### config.mk
export PLATFORM = sky130hd
export DESIGN_NAME = pixel_stream_processor
export DESIGN_NICKNAME = d
export VERILOG_FILES = /design/src/rtl/pixel_stream_processor.sv
export SDC_FILE = /design/constraint.sdc
export NUM_CORES = 1
export LEC_CHECK = 0
export ABC_AREA = 1
export BUFFER_PORTS_ARGS = -buffer_cell sky130_fd_sc_hd__buf_2
export CAP_MARGIN = 20
export CORE_ASPECT_RATIO = 0.8
export CORE_MARGIN = 5
export CORE_UTILIZATION = 62
export DETAILED_ROUTE_END_ITERATION = 16
export PLACE_DENSITY_LB_ADDON = 0.08
export SYNTH_ARGS = -nofsm -noshare
export SYNTH_HDL_FRONTEND = slang
export SYNTH_SLANG_ARGS = --single-unit
### constraint.sdc
create_clock -name clk -period 8.36 [get_ports clk]
set_clock_uncertainty 0.05 [all_clocks]
set_input_delay 1.254 -clock clk [delete_from_list [all_inputs] [get_ports clk]]
set_output_delay 1.254 -clock clk [all_outputs]
set_load 0.02 [all_outputs]
### src/rtl/pixel_stream_processor.sv
// pixel_stream_processor: gathers 3 packed-RGB bus words, processes whole pixels in one cycle, drains with backpressure.
// Define LUMA_THRESH_EN to threshold on weighted luma instead of the plain channel average.
module pixel_stream_processor #(
  parameter int DATA_WIDTH = 32,
  parameter int COLOR_SIZE = 8
) (
  input  logic                  clk,
  input  logic                  rst_n,
  input  logic                  in_vld,
  output logic                  in_rdy,
  input  logic [DATA_WIDTH-1:0] in_data,
  input  logic                  in_last,
  input  logic [1:0]            mode,
  input  logic [7:0]            proc_val,
  output logic [DATA_WIDTH-1:0] out_data,
  output logic                  out_vld,
  input  logic                  out_rdy,
  output logic                  out_last,
  output logic                  done
);
  localparam int NPIX = DATA_WIDTH / 8;
  if (COLOR_SIZE != 8) begin : g_bad_color
    $error("COLOR_SIZE must be 8");
  end
  if (DATA_WIDTH != 32 && DATA_WIDTH != 64) begin : g_bad_width
    $error("DATA_WIDTH must be 32 or 64");
  end
  typedef enum logic [1:0] {FILL, CALC, DRAIN} state_t;
  state_t state_q, state_d;
  logic [DATA_WIDTH-1:0] grp_q [3];
  logic [DATA_WIDTH-1:0] proc_w [3];
  logic [3*DATA_WIDTH-1:0] flat, proc_flat;
  logic [1:0] wcnt_q, rcnt_q, mode_q;
  logic [7:0] val_q;
  logic last_q, acc, fin;
  logic [31:0] npix;
  assign in_rdy = state_q == FILL;
  assign acc = in_vld && in_rdy;
  assign fin = state_q == DRAIN && out_rdy && rcnt_q == wcnt_q - 2'd1;
  assign flat = {grp_q[2], grp_q[1], grp_q[0]};
  assign npix = 32'(wcnt_q) * DATA_WIDTH / 24;
  assign proc_w[0] = proc_flat[DATA_WIDTH-1:0];
  assign proc_w[1] = proc_flat[2*DATA_WIDTH-1:DATA_WIDTH];
  assign proc_w[2] = proc_flat[3*DATA_WIDTH-1:2*DATA_WIDTH];
  for (genvar p = 0; p < NPIX; p++) begin : g_pix
    logic [23:0] px, res;
    logic [7:0] m;
    logic [8:0] sb, sg, sr;
    assign px = flat[24*p +: 24];
`ifdef LUMA_THRESH_EN
    logic [15:0] luma;
    assign luma = 16'd29 * px[7:0] + 16'd150 * px[15:8] + 16'd77 * px[23:16];
    assign m = 8'(luma >> 8);
`else
    logic [9:0] sum;
    assign sum = {2'b0, px[7:0]} + {2'b0, px[15:8]} + {2'b0, px[23:16]};
    assign m = 8'(sum / 10'd3);
`endif
    assign sb = {1'b0, px[7:0]} + {1'b0, val_q};
    assign sg = {1'b0, px[15:8]} + {1'b0, val_q};
    assign sr = {1'b0, px[23:16]} + {1'b0, val_q};
    assign res = mode_q == 2'd0 ? px
               : mode_q == 2'd1 ? {24{m > val_q}}
               : mode_q == 2'd2 ? {sr[8] ? 8'hFF : sr[7:0], sg[8] ? 8'hFF : sg[7:0], sb[8] ? 8'hFF : sb[7:0]}
               : ~px;
    // pixels not wholly inside the filled words (trailing partial pixel, unfilled slots) pass through
    assign proc_flat[24*p +: 24] = 32'(p) < npix ? res : px;
  end
  always_comb begin
    state_d = state_q;
    state_d = state_q == FILL ? ((acc && (wcnt_q == 2'd2 || in_last)) ? CALC : FILL)
            : state_q == CALC ? DRAIN
            : fin ? FILL : DRAIN;
  end
  always_ff @(posedge clk or negedge rst_n) begin
    if (!rst_n) state_q <= FILL;
    else state_q <= state_d;
  end
  always_ff @(posedge clk or negedge rst_n) begin
    if (!rst_n) begin
      grp_q <= '{default: '0};
      wcnt_q <= '0;
      rcnt_q <= '0;
      mode_q <= '0;
      val_q <= '0;
      last_q <= 1'b0;
      out_data <= '0;
      out_vld <= 1'b0;
      out_last <= 1'b0;
      done <= 1'b0;
    end else begin
      done <= fin && out_last;
      if (acc) begin
        grp_q[wcnt_q] <= in_data;
        wcnt_q <= wcnt_q + 2'd1;
        last_q <= in_last;
        if (wcnt_q == 2'd0) begin
          mode_q <= mode;
          val_q <= proc_val;
        end
      end
      if (state_q == CALC) begin
        grp_q <= proc_w;
        out_data <= proc_w[0];
        out_vld <= 1'b1;
        out_last <= last_q && wcnt_q == 2'd1;
      end
      if (state_q == DRAIN && out_rdy) begin
        rcnt_q <= fin ? 2'd0 : rcnt_q + 2'd1;
        wcnt_q <= fin ? 2'd0 : wcnt_q;
        out_vld <= !fin;
        out_data <= fin ? out_data : grp_q[rcnt_q + 2'd1];
        out_last <= !fin && last_q && rcnt_q + 2'd2 == wcnt_q;
      end
    end
  end
endmodule

### After elaboration in Yosys (flattened, before gate mapping)

Cells that the tools add are included.

* flip-flop bits (word level): 148
* bits of input ports: 47
* output and inout port bits: 36
* logic and storage cells: 149

* $add $sub $neg: 24
* divide/modulo/power cells: 5
* magnitude comparators: 11
* equality and inequality tests: 14
* multiplexer cells: 51
* bitwise gates (word level): 6
* reductions and logical operators: 23

Operators by type and width (count)
* $mux W24: 16
* $mux W32: 6
* $mux W96: 2
* $add A8 B8 Y9: 16
* $bwmux W96: 1
* $mux W8: 12
* $not A24 Y24: 4
* $bmux W32 S2: 1
* $demux W32 S2: 1
* $lt A1 B32 Y1 const A: 2
* $lt A2 B32 Y1 const A: 2
* $add A9 B8 Y10: 4
* $div A10 B2 Y10 const B: 4
* $div A7 B5 Y32 const B: 1
* $gt A8 B8 Y1: 4
* $mux W2: 7
* $ne A2 B2 Y1 const B: 6
* $logic_and A1 B1 Y1: 9
* $reduce_and A3 Y1: 3
* $eq A2 B1 Y1 const B: 3
* $eq A2 B2 Y1 const B: 3
* $ge A3 B3 Y1 const B: 2
* $logic_not A2 Y1: 3
* $not A2 Y3: 2
* 10 further kinds: 20

### Longest topological paths before layout

Gate-level depths: netlist of run 1.

* depth after elaboration: 9
* gate-level depth with buffers: 52
* depth with buffers taken out: 52

### Worst setup path before layout of run 1

OpenSTA, ideal clock, no wires.

* path type: register to register
* from: reg grp_q, in the netlist flat[9]
* to: reg out_data[16]
* library setup time: 0.121 ns
* arrival time: 5.932 ns
* required time: 8.189 ns
* setup slack: 2.257 ns
* cell stages (with the launch flop): 48
* path buffers: 1
* period minus slack after synthesis: 6.103 ns
* cells stage by stage: dfrtp_1 > inv_1 > fa_1 > inv_1 > ha_1 > inv_1 > fa_1 > inv_1 > nand3_1 > nand2_1 > nand2_1 > nand2_1 > nand2_1 > a21oi_1 > nor2_1 > o21bai_2 > nand3_2 > nand2_2 > [... 12 more ...] > nand2_1 > nor2_1 > nand2_1 > a21oi_2 > ha_1 > inv_1 > a21oi_1 > nor2_1 > a211oi_1 > nor2_1 > a2111oi_0 > a311oi_1 > nor2_1 > clkbuf_1 > o21ai_0 > o21ai_0 > nand2_1 > a22o_1

* cells in the longest elaborated chain, start to end: 9

Ends and longest elaborated chain
* from (decl): RTL line 30 `logic [DATA_WIDTH-1:0] grp_q [3];`
* from (signal, indexed assignment): RTL line 94 `grp_q[wcnt_q] <= in_data;`
* from (signal assigned): RTL line 103 `grp_q <= proc_w;`
* $add A8 B8 Y9: RTL line 56 `assign sum = {2'b0, px[7:0]} + {2'b0, px[15:8]} + {2'b0, px[23:16]};`
* $add A9 B8 Y10: RTL line 56
* $div A10 B2 Y10: RTL line 57 `assign m = 8'(sum / 10'd3);`
* $gt A8 B8 Y1: RTL line 63 `: mode_q == 2'd1 ? {24{m > val_q}}`
* $mux W24: RTL line 63
* $mux W24: RTL line 62 `assign res = mode_q == 2'd0 ? px`
* $mux W24: RTL line 67 `assign proc_flat[24*p +: 24] = 32'(p) < npix ? res : px;`
* $mux W32: RTL line 102 `if (state_q == CALC) begin`
* $mux W32: RTL line 108 `if (state_q == DRAIN && out_rdy) begin`
* to (signal assigned): RTL line 104 `out_data <= proc_w[0];`
* to (signal assigned): RTL line 112 `out_data <= fin ? out_data : grp_q[rcnt_q + 2'd1];`
* to (decl): RTL line 15 `output logic [DATA_WIDTH-1:0] out_data,`

No other way between the ends. The select of a mux whose other input is x is not followed.
A chain may end at the register's enable or synchronous reset.

### Worst setup path in the final report of run 1

* from: reg grp_q, in the netlist flat[17]
* to: reg out_data[11]

* cells in the longest elaborated chain, start to end: 8

Ends and longest elaborated chain (RTL line)
* $add A9 B8 Y10: 56
* $div A10 B2 Y10: 57
* $gt A8 B8 Y1: 63
* $mux W24: 63
* $mux W24: 62
* $mux W24: 67
* $mux W32: 102
* $mux W32: 108

No other way between the ends. The select of a mux whose other input is x is not followed.

==> reports/metrics.cfg, run 1 <==
[outcome]
status = completed

[detailed_routing]
wl_per_cell_um = 22.5
num_vias = 17400
wirelength_um = 60400
postRouteAntennaNets = 0
via_per_inst = 6.50
drtIter0Drc = 2217
drcViolationCount = 0
firstDrtPassIters = 7

[hold_path]
hold_path.class = flop to flop
min_path_cells = 2
hold_start = out_data[28]$_DFFE_PN0P_

[clock_network]
cts_buffers = 17
clock_path_buffers = 2
cts_sinks = 148
clkLatencyLatePin_ns = 0.45
post_cts_buffers = 0
root_buffer = clkbuf_16
holdBufCountCts = 0
tritoncts = yes
clkTransAtPathRegs_ns = 0.07
h-tree-depth = 4
cts-resized-gates = 0

[synthesis]
syn-cell-area_um2 = 16300
synth_area_leader_cell = dfrtp_1
synth-seq-cells = 148
yosysSeqAreaShare_pct = 22.8
synthCells = 2272
yosys.area.top_type_share_pct = 22.8
ys.flop_type = dfrtp_1
synthArstFlopShare_pct = 100
syn_area_per_cell_um2 = 7.16
yosysMostFrequentCell = nand2_1
syn_nets = 2531
yosysWarnings = 0
synth_area_leaders = dfrtp_1 (23%), ha_1 (13%), nand2_1 (9.7%)
synth-edff-count = 0
synth_cell_types = 53
synth_commonest_cells = nand2_1 (419), inv_1 (284), a21oi_1 (208), o21ai_0 (189), ha_1 (164)

[run]
max_cap_violations = 0

[grt]
grt.overflow.total = 0
grt_usage_pct = 40.7
grt_pass1_wl_um = 93400
gr-usage-met2_pct = 58.6
grt_pass1_vias = 16400
grt_use_met3_pct = 10.8
antenna_found_initial = 1
grt.met1_usage_pct = 56.2
grt_busiest_layer = met2
grt_max_degree = 82

[critical_path]
critPathArrivalTime_ns = 7.67
critPathSlowestCell = fa_1
max_stage_delay_ns = 0.46
required_ns = 8.62
ff2ff_path_depth = 48
start_kind = flop
crit_start = flat[17]$_DFFE_PN0P_
crit_type = flop to flop
crit_top_cell = nand2_1
worstSetupEndpointType = flop
r2r-start = flat[17]$_DFFE_PN0P_
cp_max_fo = 16

[sta]
relSlewSlack_pct = 24.9
setup_violations = 0
drv_slew = 0
grt_setup_unrepaired = false
period_needed_ns = 7.40
final.setup.tns_ns = 0
hold_viol_final = 0
clock.fmax_mhz = 135
finalCritPeriodShare_pct = 88.6
tightest_slew_ns = 1.13

[final_layout]
finalNetCount = 2571
drive_above_1_share_pct = 10.9
n_fill_cell = 2295
area_growth_pct = 8.47

[die]
core_area_um2 = 26100
initial_utilization_pct = 62.5
ios = 83
dieArea_um2 = 29600
core.rowCount = 53
die_w_um = 191
die_h_um = 155

[placement]
io_buffer_count = 82
gp_congestion = 1.04
dp_hpwl_um = 43400

-- stage by stage --
| step | hold slack (ns) | utilization, % | worst slack (ns) | area, um^2 | std cells |
|---|---|---|---|---|---|
| 2_1_floorplan | 0.400 | - | 2.26 | 16300 | 2272 |
| 3_3_place_gp | 0.410 | 65.4 | 1.25 | 17000 | 2649 |
| 3_5_place_dp | 0.411 | 65.4 | 1.07 | 17000 | 2649 |
| 4_1_cts | 0.430 | 67.6 | 1.05 | 17600 | 2681 |
| 5_1_grt | 0.451 | 67.7 | 0.359 | 17700 | 2682 |
| 6_report | 0.428 | 67.8 | 0.957 | 17700 | 2683 |
-- state kept, by name, summed over array words and instances (netlist names), 2 cells and up --
name	count
flat	96
mode_q	2
out_data	32
rcnt_q	2
state_q	2
val_q	8
wcnt_q	2
-- per-layer routing --
metal	routed length [um]	vias up	part of all wire (%)
met5	11	-	0.018
met4	3790	2	6.3
met3	8120	273	13
met2	24600	1232	41
met1	23900	8025	40
li1	-	7912	-
-- worst max-delay path, delay by kind of cell, from the launching register on --
family | cells | cell delay, ns
compound gates | 12 | 2.03
fa+ha+maj | 5 | 1.45
buf+inv | 8 | 1.20
flops | 1 | 0.40
simple gates | 23 | 2.12
-- layout make-up --
type                    instances  area [um^2]  share of cell area (%)
multi-input cells            1727        11100                    63.0
diodes                          1         2.50                  0.0142
inverters                     309         1160                    6.57
clock buffers                  19          433                    2.45
flip-flops and latches        148         3700                    21.0
repair buffers                109          639                    3.62
well taps                     357          447                    2.53
clock inverters                13          153                   0.865
-- cell families after synthesis --
| group | count (synthesis) | share of synthesized area, % |
|---|---|---|
| buffers and inverters | 397 | 9.15 |
| multiplexers | 1 | 0.0692 |
| flip-flops | 148 | 22.8 |
| adder cells (fa/ha/maj) | 212 | 18.5 |
| AO/OA/AOI/OAI | 667 | 25.1 |
| AND/OR/NAND/NOR | 777 | 20.7 |
| XOR/XNOR | 70 | 3.77 |
-- layout by cell type (no fill, tap or decap), types with 14 or more instances in the layout --
cell       count
nor3_1        23
nand2_2       34
xnor2_1       25
nand3_1      112
buf_4         26
ha_1         164
o21ai_1       14
clkbuf_16     17
o22ai_1       35
a21oi_1      208
a22oi_1       26
a31oi_1       21
dfrtp_1      148
a221oi_1      43
inv_1        284
o221ai_1      36
o21ai_0      189
xor2_1        45
fa_1          48
nand4_1       14
o21ai_2       16
nor2_1       137
o211ai_1      28
nand2_1      419
inv_2         22
buf_2         81
nand3_2       16
-- worst paths after layout --
kind / to / slack, ns
worst min-delay path: out_data[28]$_DFFE_PN0P_ / 0.43
worst max register to register: out_data[11]$_DFFE_PN0P_ / 0.96
worst min register to register: out_data[28]$_DFFE_PN0P_ / 0.43
min in group asynchronous: val_q[5]$_DFFE_PN0P_ / 0.83
max in group asynchronous: out_data[3]$_DFFE_PN0P_ / 5.91
worst max-delay path: out_data[11]$_DFFE_PN0P_ / 0.96
Power of run 1 is not shown: default switching activity piles up to over one toggle a cycle in this logic, so the estimate is an artifact.
==> run 2, diff against run 1 <==
Settings changed: CELL_PAD_IN_SITES_DETAIL_PLACEMENT set to 1, CELL_PAD_IN_SITES_GLOBAL_PLACEMENT set to 1, CORE_UTILIZATION 62 to 47.
==> run 2 against run 1 <==
Clock-buffer cell count is the same. Final cell count grew 4.4%. Fmax shrank 1.1%. Register-to-register slack lost 0.08 ns. Global-route usage shrank 4.0 points. Via count grew 1.3%. Non-clock buffer count grew 3. Sequential share of layout area shrank 0.28 points. Flip-flop and latch count is the same. First-iteration DRC count shrank 24%.
==> reports/metrics.cfg, run 2 (synthesized netlist as in run 1, its figures left out) <==
[sta]
grt_setup_unrepaired = false  ; unchanged
clock.fmax_mhz = 134  ; was 135 MHz
setup_violations = 0  ; unchanged
period_needed_ns = 7.48  ; was 7.40 ns
hold_viol_final = 0  ; unchanged
relSlewSlack_pct = 17.4  ; was 24.9%
finalCritPeriodShare_pct = 89.5  ; was 88.6%
drv_slew = 0  ; unchanged
final.setup.tns_ns = 0  ; unchanged
tightest_slew_ns = 1.24  ; was 1.13 ns

[critical_path]
worstSetupEndpoint = out_data[6]$_DFFE_PN0P_  ; was out_data[11]$_DFFE_PN0P_
worstSetupEndpointType = flop  ; unchanged
ff2ff_path_depth = 48  ; unchanged
crit_start = flat[9]$_DFFE_PN0P_  ; was flat[17]$_DFFE_PN0P_
critPathArrivalTime_ns = 7.78  ; was 7.67 ns
r2r_end = out_data[6]$_DFFE_PN0P_  ; was out_data[11]$_DFFE_PN0P_
crit_top_cell = nand2_1  ; unchanged
required_ns = 8.65  ; was 8.62 ns
crit_type = flop to flop  ; unchanged
start_kind = flop  ; unchanged
max_stage_delay_ns = 0.46  ; about the same
ff2ff_setup_slack_ns = 0.88  ; was 0.96 ns
cp_max_fo = 16  ; unchanged
r2r-start = flat[9]$_DFFE_PN0P_  ; was flat[17]$_DFFE_PN0P_
critPathSlowestCell = fa_1  ; unchanged

[clock_network]
clock_path_buffers = 2  ; unchanged
h-tree-depth = 4  ; unchanged
holdBufCountCts = 0  ; unchanged
root_buffer = clkbuf_16  ; unchanged
clkTransAtPathRegs_ns = 0.07  ; about the same
cts-resized-gates = 0  ; unchanged
cts_sinks = 148  ; unchanged
tritoncts = yes  ; unchanged
cts_buffers = 17  ; unchanged
post_cts_buffers = 0  ; unchanged
clkLatencyLatePin_ns = 0.46  ; was 0.45 ns

[detailed_routing]
drcViolationCount = 0  ; unchanged
via_per_inst = 6.31  ; was 6.50
postRouteAntennaNets = 0  ; unchanged
drtIter0Drc = 1685  ; was 2217
wirelength_um = 71100  ; was 60400 um
wl_per_cell_um = 25.4  ; was 22.5 um
firstDrtPassIters = 5  ; was 7
num_vias = 17700  ; was 17.4k

[placement]
dp_hpwl_um = 52700  ; was 43400 um
gp_congestion = 1.00  ; was 1.04
io_buffer_count = 82  ; unchanged

[die]
initial_utilization_pct = 47.2  ; was 62.5%
core_area_um2 = 34500  ; was 26100 um^2
core.rowCount = 61  ; was 53
die_h_um = 176  ; was 155 um
die_w_um = 218  ; was 191 um
ios = 83  ; unchanged
dieArea_um2 = 38500  ; was 29600 um^2

[grt]
grt_pass1_vias = 17800  ; was 16.4k
grt_usage_pct = 36.7  ; was 40.7%
grt_pass1_wl_um = 108000  ; was 93400 um
antenna_found_initial = 3  ; was 1
grt_max_degree = 90  ; was 82
grt.overflow.total = 0  ; unchanged

[final_layout]
final_cell_mix = nand2_1 (419), inv_1 (284), a21oi_1 (208)  ; unchanged
finalNetCount = 2574  ; was 2571
final_common_cell = nand2_1  ; unchanged
n_fill_cell = 4495  ; was 2295
area_growth_pct = 9.93  ; was 8.47%
largest_reg_flops = 96  ; unchanged
drive_above_1_share_pct = 11.1  ; was 10.9%

[outcome]
status = completed  ; unchanged

[hold_path]
hold_path.class = flop to flop  ; unchanged
hold_start = out_data[12]$_DFFE_PN0P_  ; was out_data[28]$_DFFE_PN0P_

[run]
max_cap_violations = 0  ; unchanged

-- run 2: changes by cell type in the layout (fill, tap and decap cells not counted), sizes merged --
cell,change
buf,+3
clkinv,-5
inv,+2
bufinv,+2
clkinvlp,+1
-- run 2: cell type report --
| cell class | count | area [um^2] | share of cell area [%] |
|---|---|---|---|
| Antenna cell | 1 | 2.50 | 0.0140 |
| Clock buffer | 19 | 453 | 2.53 |
| Clock inverter | 13 | 194 | 1.08 |
| Inverter | 309 | 1160 | 6.48 |
| Multi-Input combinational cell | 1727 | 11100 | 62.2 |
| Sequential cell | 148 | 3700 | 20.7 |
| Tap cell | 472 | 591 | 3.30 |
| Timing Repair Buffer | 112 | 662 | 3.70 |
-- run 2: how the worst min path moves through the flow --
stage | endpoint | slack [ns] | cells after the start
floorplan | last_q$_DFFE_PN0P_ | 0.40 | 2
global placement | out_data[13]$_DFFE_PN0P_ | 0.41 | 2
detailed placement | out_data[23]$_DFFE_PN0P_ | 0.41 | 2
CTS | out_data[12]$_DFFE_PN0P_ | 0.43 | 2
global route | out_data[13]$_DFFE_PN0P_ | 0.46 | 2
finish | out_data[12]$_DFFE_PN0P_ | 0.43 | 2
-- run 2: critical path: cells and delay by family (launching register included) --
family                     cells  cell delay (ns)
and+or+nand+nor               26             2.59
AOI/OAI and AO/OA             10             1.70
adders and majority gates      5             1.48
buffers and inverters          7             1.11
DFF                            1             0.41
-- run 2: routing by layer --
metal	GRT usage, %	routed length [um]	up-vias
met5	0	18	-
met4	14.2	3110	2
met3	10.9	7470	191
met2	56.1	30800	891
met1	49.3	29700	8695
li1	-	-	7899
-- run 2: per-stage QoR --
step / area, um^2 / setup WS [ns] / instances / hold WS, ns / util, %
floorplan: 16300 / 2.26 / 2272 / 0.400 / -
global placement: 17200 / 1.53 / 2767 / 0.410 / 49.9
detailed placement: 17200 / 0.954 / 2767 / 0.411 / 49.9
CTS: 17900 / 0.949 / 2799 / 0.434 / 51.8
global route: 17900 / 0.293 / 2800 / 0.464 / 51.9
finish: 17900 / 0.875 / 2801 / 0.429 / 51.9
Power of run 2 is left out for the same reason.
